--- src/rtl/pipe_add_sub.sv ---
// Pipelined two's-complement adder/subtractor: one STAGE_W-bit carry-lookahead slice per stage,
// carry registered between stages, valid/ready handshake, signed overflow, zero flag and saturation.
module pipe_add_sub #(
  parameter int WIDTH   = 16,
  parameter int STAGE_W = 4,
  parameter bit SAT_EN  = 1'b1
) (
  input  logic             clk,
  input  logic             rst,
  input  logic             in_valid,
  output logic             in_ready,
  input  logic [WIDTH-1:0] a,
  input  logic [WIDTH-1:0] b,
  input  logic             ctrl,
  input  logic             sat,
  output logic             out_valid,
  input  logic             out_ready,
  output logic [WIDTH-1:0] res,
  output logic             cout,
  output logic             ovf,
  output logic             zero
);

  localparam int N = WIDTH / STAGE_W;
  localparam logic [WIDTH-1:0] SAT_MAX = {1'b0, {(WIDTH-1){1'b1}}};
  localparam logic [WIDTH-1:0] SAT_MIN = {1'b1, {(WIDTH-1){1'b0}}};

  // Returns carries c[0..STAGE_W] of one slice in sum-of-products lookahead form.
  function automatic logic [STAGE_W:0] cla(input logic [STAGE_W-1:0] p,
                                           input logic [STAGE_W-1:0] g,
                                           input logic               cin);
    logic [STAGE_W:0] c;
    logic             term;
    c    = '0;
    c[0] = cin;
    for (int i = 0; i < STAGE_W; i++) begin
      term = cin;
      for (int m = 0; m <= i; m++) term = term & p[m];
      c[i+1] = term;
      for (int j = 0; j <= i; j++) begin
        term = g[j];
        for (int m = j + 1; m <= i; m++) term = term & p[m];
        c[i+1] = c[i+1] | term;
      end
    end
    return c;
  endfunction

  logic en;
  assign en       = !out_valid || out_ready;
  assign in_ready = en;

  // Stage k holds x (sum slices below k, operand A slices from k up) and the B' slices still to be consumed.
  for (genvar k = 0; k < N; k++) begin : g_stage
    localparam int BW = WIDTH - k * STAGE_W;

    logic             v_q, v_d, c_q, c_d, sat_q, sat_d;
    logic [WIDTH-1:0] x_q, x_d;
    logic [BW-1:0]    bx_q, bx_d;

    if (k == 0) begin : g_in
      always_comb begin
        v_d   = v_q;
        c_d   = c_q;
        sat_d = sat_q;
        x_d   = x_q;
        bx_d  = bx_q;
        if (en) begin
          v_d   = in_valid;
          c_d   = ctrl;
          sat_d = SAT_EN && sat;
          x_d   = a;
          bx_d  = b ^ {WIDTH{ctrl}};
        end
      end
    end else begin : g_slice
      logic [STAGE_W-1:0] p, g;
      logic [STAGE_W:0]   cl;

      always_comb begin
        p     = g_stage[k-1].x_q[(k-1)*STAGE_W +: STAGE_W] ^ g_stage[k-1].bx_q[STAGE_W-1:0];
        g     = g_stage[k-1].x_q[(k-1)*STAGE_W +: STAGE_W] & g_stage[k-1].bx_q[STAGE_W-1:0];
        cl    = cla(p, g, g_stage[k-1].c_q);
        v_d   = v_q;
        c_d   = c_q;
        sat_d = sat_q;
        x_d   = x_q;
        bx_d  = bx_q;
        if (en) begin
          v_d   = g_stage[k-1].v_q;
          c_d   = cl[STAGE_W];
          sat_d = g_stage[k-1].sat_q;
          x_d   = g_stage[k-1].x_q;
          x_d[(k-1)*STAGE_W +: STAGE_W] = p ^ cl[STAGE_W-1:0];
          bx_d  = g_stage[k-1].bx_q[BW+STAGE_W-1:STAGE_W];
        end
      end
    end

    always_ff @(posedge clk or posedge rst) begin
      if (rst) begin
        v_q   <= 1'b0;
        c_q   <= 1'b0;
        sat_q <= 1'b0;
        x_q   <= '0;
        bx_q  <= '0;
      end else begin
        v_q   <= v_d;
        c_q   <= c_d;
        sat_q <= sat_d;
        x_q   <= x_d;
        bx_q  <= bx_d;
      end
    end
  end

  logic             out_valid_q, out_valid_d, cout_q, cout_d, ovf_q, ovf_d, zero_q, zero_d;
  logic [WIDTH-1:0] res_q, res_d, sum_f;
  logic [STAGE_W-1:0] p_f, g_f;
  logic [STAGE_W:0]   cl_f;
  logic               ovf_f;

  // Top slice, flags and saturation; A's MSB is still intact in the top slice of x.
  always_comb begin
    p_f   = g_stage[N-1].x_q[WIDTH-1 -: STAGE_W] ^ g_stage[N-1].bx_q;
    g_f   = g_stage[N-1].x_q[WIDTH-1 -: STAGE_W] & g_stage[N-1].bx_q;
    cl_f  = cla(p_f, g_f, g_stage[N-1].c_q);
    sum_f = g_stage[N-1].x_q;
    sum_f[WIDTH-1 -: STAGE_W] = p_f ^ cl_f[STAGE_W-1:0];
    ovf_f = cl_f[STAGE_W] ^ cl_f[STAGE_W-1];
    out_valid_d = out_valid_q;
    cout_d      = cout_q;
    ovf_d       = ovf_q;
    zero_d      = zero_q;
    res_d       = res_q;
    if (en) begin
      out_valid_d = g_stage[N-1].v_q;
      cout_d      = cl_f[STAGE_W];
      ovf_d       = ovf_f;
      res_d       = sum_f;
      if (g_stage[N-1].sat_q && ovf_f) begin
        res_d = g_stage[N-1].x_q[WIDTH-1] ? SAT_MIN : SAT_MAX;
      end
      zero_d = (res_d == '0);
    end
  end

  always_ff @(posedge clk or posedge rst) begin
    if (rst) begin
      out_valid_q <= 1'b0;
      cout_q      <= 1'b0;
      ovf_q       <= 1'b0;
      zero_q      <= 1'b0;
      res_q       <= '0;
    end else begin
      out_valid_q <= out_valid_d;
      cout_q      <= cout_d;
      ovf_q       <= ovf_d;
      zero_q      <= zero_d;
      res_q       <= res_d;
    end
  end

  assign out_valid = out_valid_q;
  assign res       = res_q;
  assign cout      = cout_q;
  assign ovf       = ovf_q;
  assign zero      = zero_q;

endmodule

--- config.mk ---
export PLATFORM = sky130hd
export DESIGN_NAME = pipe_add_sub
export DESIGN_NICKNAME = d
export VERILOG_FILES = /design/src/rtl/pipe_add_sub.sv
export SDC_FILE = /design/constraint.sdc
export NUM_CORES = 1
export LEC_CHECK = 0
export BUFFER_PORTS_ARGS = -buffer_cell sky130_fd_sc_hd__clkbuf_2
export CAP_MARGIN = 0
export CORE_ASPECT_RATIO = 1.25
export CORE_MARGIN = 5
export CORE_UTILIZATION = 53
export DETAILED_ROUTE_END_ITERATION = 6
export PLACE_DENSITY = 0.76
export SLEW_MARGIN = 25
export SYNTH_ARGS = -nofsm -noshare
export SYNTH_HDL_FRONTEND = slang
export SYNTH_SLANG_ARGS = --single-unit
export TNS_END_PERCENT = 20
--- constraint.sdc ---
create_clock -name clk -period 3.9 [get_ports clk]
set_input_delay 0.195 -clock clk [delete_from_list [all_inputs] [get_ports clk]]
set_output_delay 0.195 -clock clk [all_outputs]
set_load 0.02 [all_outputs]
; Yosys cells after proc, flatten, opt, wreduce, memory -nomap -nowiden
; Index checks and enable logic that the tools add are counted.
[classes]
n_reduce_logical = 4
mux = 3
bitwise_logic = 94
[ops]
columns = cell, n
row1 = 16-bit 2-to-1 mux, 3
row2 = 1-bit bitwise AND, 40
row3 = 1-bit OR, 40
row4 = 4-bit XOR, 8
row5 = 4-bit bitwise AND, 4
row6 = 16-bit zero test, 1
row7 = 16-bit XOR, 1
row8 = 1-bit logical AND, 1
row9 = 1-bit zero test, 1
row10 = 1-bit logical OR, 1
row11 = 1-bit XOR, 1
[word_totals]
output_inout_bits = 21
elab_cells = 126
inputBits = 38
ff_bits = 136

; Longest topological paths before layout
[logic_depth]
ltp_word = 14
mapped_depth = 8
depth_no_buf = 7

; Least setup slack after synthesis
; Ideal clock, no wire load.
[synth_path]
kind = register to register
startpoint = register g_stage[3].x_q[12]
endpoint = register zero_q, in the netlist zero
setup_time_ns = 0.077
slack_ns = 1.954
path_buffers = 0
required_time_ns = 3.823
period_less_slack_ns = 1.946
path_stages_with_launch = 8
arrival_time_ns = 1.868
path_cell_list = dfrtp_1 > ha_1 > ha_1 > o211ai_2 > nand2_4 > mux2i_1 > or4_1 > a21oi_1
[synth_via]
elab_chain_len = 14
word_cells_on_any_way = 25
cone_classes = 2 x mux / 21 x bitwise / 2 x reduce/logical
[synth_rtl]
columns = item, line_no
row1 = start: declaration, 58  ; logic [WIDTH-1:0] x_q, x_d;
row2 = start signal: assignment, 105  ; x_q <= '0;
row3 = start signal: assignment, 111  ; x_q <= x_d;
row4 = 4-bit XOR, 125  ; p_f = g_stage[N-1].x_q[WIDTH-1 -: STAGE_W] ^ g_stage[N-1].bx_q;
row5 = 1-bit bitwise AND (4 in series), 38  ; for (int m = 0; m <= i; m++) term = term & p[m];
row6 = 1-bit OR (4 in series), 43  ; c[i+1] = c[i+1] | term;
row7 = 1-bit XOR, 130  ; ovf_f = cl_f[STAGE_W] ^ cl_f[STAGE_W-1];
row8 = 1-bit logical AND, 141  ; if (g_stage[N-1].sat_q && ovf_f) begin
row9 = 16-bit 2-to-1 mux *, 141
row10 = 16-bit 2-to-1 mux *, 136  ; if (en) begin
row11 = 16-bit zero test *, 144  ; zero_d = (res_d == '0);
row12 = end signal: assignment, 159  ; zero_q <= zero_d;
row13 = end: declaration, 117  ; logic out_valid_q, out_valid_d, cout_q, cout_d, ovf_q, ovf_d, zero_q, zero_d;
; Mark *: on every way between the ends. The rest lies on a longest branch, timed or not. The select of a mux whose other input is x is not followed.
; A chain may end at the register's enable or synchronous reset.

; Worst setup path in the final report
[layout_path]
startpoint = register g_stage[3].x_q[12]
endpoint = register res_q[9], in the netlist res[9]
[layout_via]
elab_chain_len = 13
word_cells_on_any_way = 20
cone_classes = 2 x mux / 17 x bitwise / 1 x reduce/logical
[layout_rtl]
columns = item, line_no
row1 = 4-bit XOR, 125
row2 = 1-bit bitwise AND (4 in series), 38
row3 = 1-bit OR (4 in series), 43
row4 = 1-bit XOR *, 130
row5 = 1-bit logical AND *, 141
row6 = 16-bit 2-to-1 mux *, 141
row7 = 16-bit 2-to-1 mux *, 136
row8 = end signal: assignment, 160  ; res_q <= res_d;
row9 = end: declaration, 118  ; logic [WIDTH-1:0] res_q, res_d, sum_f;
; Marks and branches as above.

==> metrics.md <==
| Metric | Value |
|---|---|
| RSZ-0062 raised after global routing | `false` |
| Final Net Count | `762` |
| Share of final-layout standard cells stronger than drive strength 1 | `0.140` |
| Port Buffers | `a little under 60` |
| F_max | `~0.4 GHz` |
| Maximum fanout encountered on the critical timing path | `12` |
| Number of buffers inserted during clock tree synthesis | `17` |
| Setup TNS | `0 ps` |
| Worst clock skew on the final layout | `about 4.5 ps` |
| Post-CTS setup buffers | `0` |
| Vias per inst | `approximately 5.1` |
| Utilization of the core after routing | `0.644` |
| Placed cell areas | `6250 sq um` |
| Biggest area contributors in the synthesized netlist | `sky130_fd_sc_hd__dfrtp_1 58%, sky130_fd_sc_hd__nand2_1 18%, sky130_fd_sc_hd__ha_1 4.3%` |
| Area share of the leading cell type in the synthesized netlist | `0.581` |
| Antenna violations before repair | `0` |
| Setup WS pre-CTS | `around 1500 ps` |
| Yosys cell types | `32` |
| Max cap viols | `0` |
| Final period utilization | `0.632` |
| Vertical die dimension | `roughly 130 microns` |
| Uppermost metal layer occupied by signal nets | `met4` |
| Switching fraction of total power | `0.357` |
| Startpoint type of the worst setup path | `flip-flop` |
| Slew Viols, Final | `0` |
| Tightest Hold Check Type | `primary input to flip-flop` |
| Final design instance area without fill | `about 7100 sq um` |
| Largest delay contributor family on the critical path | `compound AO/OA/AOI/OAI gates` |
| Core area | `~11000 sq um` |
| Actual slew at the worst max-slew pin | `roughly 940 ps` |
| Via count of the first global-routing pass | `around 4.4k` |
| Part of the Yosys area used for sequential elements | `0.581` |
| Final setup violation count | `0` |
| Endpoint arrival time on the critical path | `about 2800 ps` |
| Crit path buf inv count | `0` |
| Final RePlAce weighted congestion | `roughly 0.85` |
| Largest area contributor in the netlist | `sky130_fd_sc_hd__dfrtp_1` |
| Estimated wirelength of the detail-placed design | `around 7700 microns` |
| Async set-reset flop share out of synthesis | `1.00` |
| DRC | `0` |
| Area enclosed by the die boundary | `13300 sq um` |
| Overall die width | `between 100 and 150 microns` |
| Post-Layout Cell Count | `848` |
| Synthesized area per cell | `roughly 9.3 sq um` |
| Psw | `roughly 2.2 mW` |
| Met3 wirelength from detailed routing | `roughly 500 microns` |
| Worst hold-check slack | `about 17 ps` |
| Skew-Pair Late Insertion Delay | `410 ps` |
| Net count after synthesis | `694` |
| Average wire per standard cell | `roughly 14 microns` |
| Clock slew at the register clock pins of the worst setup and hold paths | `around 50 ps` |
| Total power density per cell area | `about 900 nW/um^2` |
| H-tree lvl count | `4` |
| Routed metal-1 wirelength | `4930 microns` |
| Number of enable flip-flop cells after synthesis | `0` |
| Number of warning messages in the yosys log | `0` |
| Global router's overall resource usage | `0.188` |
| Crit path kind | `flip-flop to flip-flop` |
| Worst path setup slack after routing | `1440 ps` |
| Post-synthesis to final-layout area growth | `20.7%` |
| Maximum number of pins on one net before global-route repair | `about 100` |
| Wire length after detailed routing | `~12000 microns` |
| Starting Density | `0.534` |
| Vias after detailed routing | `4327` |
| Endpoint required time on the critical path | `4240 ps` |
| Relative contribution of sequential cells to total power | `0.395` |
| Leak | `3.57 nW` |
| Deepest clock path buffer count | `2` |
| Post-synth top flop | `sky130_fd_sc_hd__dfrtp_1` |
| Global-route wire length before repair | `20400 microns` |
| Placed cells | `about 800` |
| Total Power | `between 6 and 7 mW` |
| Slowest library cell on the worst path | `sky130_fd_sc_hd__mux2i_1` |
| Outcome | `finished clean` |
| Overflow left after global routing | `0` |
| Seq cells post-synth | `between 100 and 150` |
| Top-Level Pins | `between 50 and 60` |
| Clock sinks | `about 140` |
| Pint | `3.99 mW` |
| Post-synthesis instance area | `about 5900 sq um` |
| Final hold violation count | `0` |
| Routed wl met2 | `between 5000 and 6000 microns` |
| Synthesized instance count | `approximately 630` |
| Number of nets still failing antenna checks after routing | `0` |
| Clk Tree Root Cell | `sky130_fd_sc_hd__clkbuf_16` |
| Slew margin rel. | `0.375` |
| Pre-Repair DR Iteration Count | `4` |
| Logic pwr share | `0.325` |
| Clock share of power | `0.280` |
| Maximum single-stage delay on the critical path | `roughly 630 ps` |
| Fin crit period | `2460 ps` |
| Number of DRC markers in iteration 0 | `195` |
| N_diodes | `0` |
| Kind of capture point of the worst setup path | `flip-flop` |
| CTS tree | `built` |
| Row cnt | `43` |
| Max IR drop VDD | `0.000431 V` |
| CP Cell Sequence | `ha_1, ha_1, o211ai_2, nand2_4, mux2i_1, a21oi_1, a21oi_1` |
## power by group through the flow
stage	Sequential, mW	Clock (mW)	Combinational, mW
floorplan	2.45	0	1.44
global placement	2.44	0	1.89
detailed placement	2.47	0	2.00
CTS	2.45	1.76	2.04
global route	2.52	1.83	2.32
finish	2.45	1.74	2.01
## kinds of logic (layout without fill, tap and decap cells)
logic type                 Yosys count  count (layout)  share of synthesized area
muxes                                4               4                    0.00769
AOI/OAI and AO/OA                   77              77                     0.0763
and+or+nand+nor                    323             323                      0.214
adders and majority gates           24              24                     0.0564
buffers and inverters               46             127                     0.0314
DFF                                136             136                      0.581
xor gates and xnor gates            22              22                     0.0329
## synth_stat cells (3+ instances only)
cell,number
sky130_fd_sc_hd__nand2_1,277
sky130_fd_sc_hd__dfrtp_1,136
sky130_fd_sc_hd__o21ai_0,38
sky130_fd_sc_hd__nor2_1,30
sky130_fd_sc_hd__a21oi_1,21
sky130_fd_sc_hd__clkbuf_1,20
sky130_fd_sc_hd__ha_1,20
sky130_fd_sc_hd__xnor2_1,17
sky130_fd_sc_hd__inv_1,14
sky130_fd_sc_hd__buf_2,9
sky130_fd_sc_hd__o21a_1,7
sky130_fd_sc_hd__xor2_1,5
sky130_fd_sc_hd__a22oi_1,4
sky130_fd_sc_hd__fa_1,4
sky130_fd_sc_hd__nor3_1,4
sky130_fd_sc_hd__mux2i_1,3
sky130_fd_sc_hd__o31ai_1,3
sky130_fd_sc_hd__or3_1,3
## tightest hold or removal path, cell delays in order
cell and delay (ps):
sky130_fd_sc_hd__clkbuf_2 70, sky130_fd_sc_hd__nand2_1 50, sky130_fd_sc_hd__nand2_1 70
## cells in the final DEF (no fill, tap or decap), types with 3 or more instances in the layout
master,Yosys,routed
sky130_fd_sc_hd__clkinvlp_4,0,4
sky130_fd_sc_hd__nor2_1,30,30
sky130_fd_sc_hd__buf_4,0,4
sky130_fd_sc_hd__fa_1,4,4
sky130_fd_sc_hd__clkinv_2,0,3
sky130_fd_sc_hd__or3_1,3,3
sky130_fd_sc_hd__dlygate4sd3_1,0,17
sky130_fd_sc_hd__bufinv_16,0,5
sky130_fd_sc_hd__ha_1,20,20
sky130_fd_sc_hd__o21ai_0,38,38
sky130_fd_sc_hd__clkbuf_2,0,58
sky130_fd_sc_hd__a21oi_1,21,21
sky130_fd_sc_hd__nand2_1,277,277
sky130_fd_sc_hd__a22oi_1,4,4
sky130_fd_sc_hd__nor3_1,4,4
sky130_fd_sc_hd__clkbuf_16,0,17
sky130_fd_sc_hd__mux2i_1,3,3
sky130_fd_sc_hd__xor2_1,5,5
sky130_fd_sc_hd__o31ai_1,3,3
sky130_fd_sc_hd__xnor2_1,17,17
sky130_fd_sc_hd__dfrtp_1,136,136
sky130_fd_sc_hd__inv_1,14,13
sky130_fd_sc_hd__o21a_1,7,7
## path summary, 6_finish.rpt
check                                   start            endpoint  depth (start not counted)  slack, ps
max                        g_stage[3].x_q[12]              res[9]                          7       1440
min                                     a[11]  g_stage[0].x_q[11]                          3         20
max reg2reg                g_stage[3].x_q[12]              res[9]                          7       1440
min reg2reg                    g_stage[3].v_q      g_stage[3].v_q                          2        460
max in group asynchronous                 rst                 ovf                          4       2700
min in group asynchronous                 rst  g_stage[0].x_q[12]                          3        460
## what timing repair did
action                    CTS  global route
hold endpoints to repair   16            12
resized for setup           0             0
hold buffers               16             1
## per-layer routing
layer,global-route usage,up-vias
met2,0.316,101
met4,0.0694,0
met1,0.231,2066
li1,-,2137
met5,0,-
met3,0.0541,23
## final cells by class
type,instances,area [sq um]
repair buffers,80,510
fillers,891,3910
inverters,15,62.6
flip-flops and latches,136,3400
clock buffers,20,447
well taps,135,169
clock inverters,12,199
multi-input cells,450,2280
## registers in the layout, summed over array words and instances (netlist names)
register	flops
g_stage.x_q	64
zero	1
ovf	1
res	16
g_stage.bx_q	40
g_stage.c_q	4
cout	1
out_valid	1
g_stage.v_q	4
g_stage.sat_q	4
No activity file was read; power rests on OpenSTA's default activity.
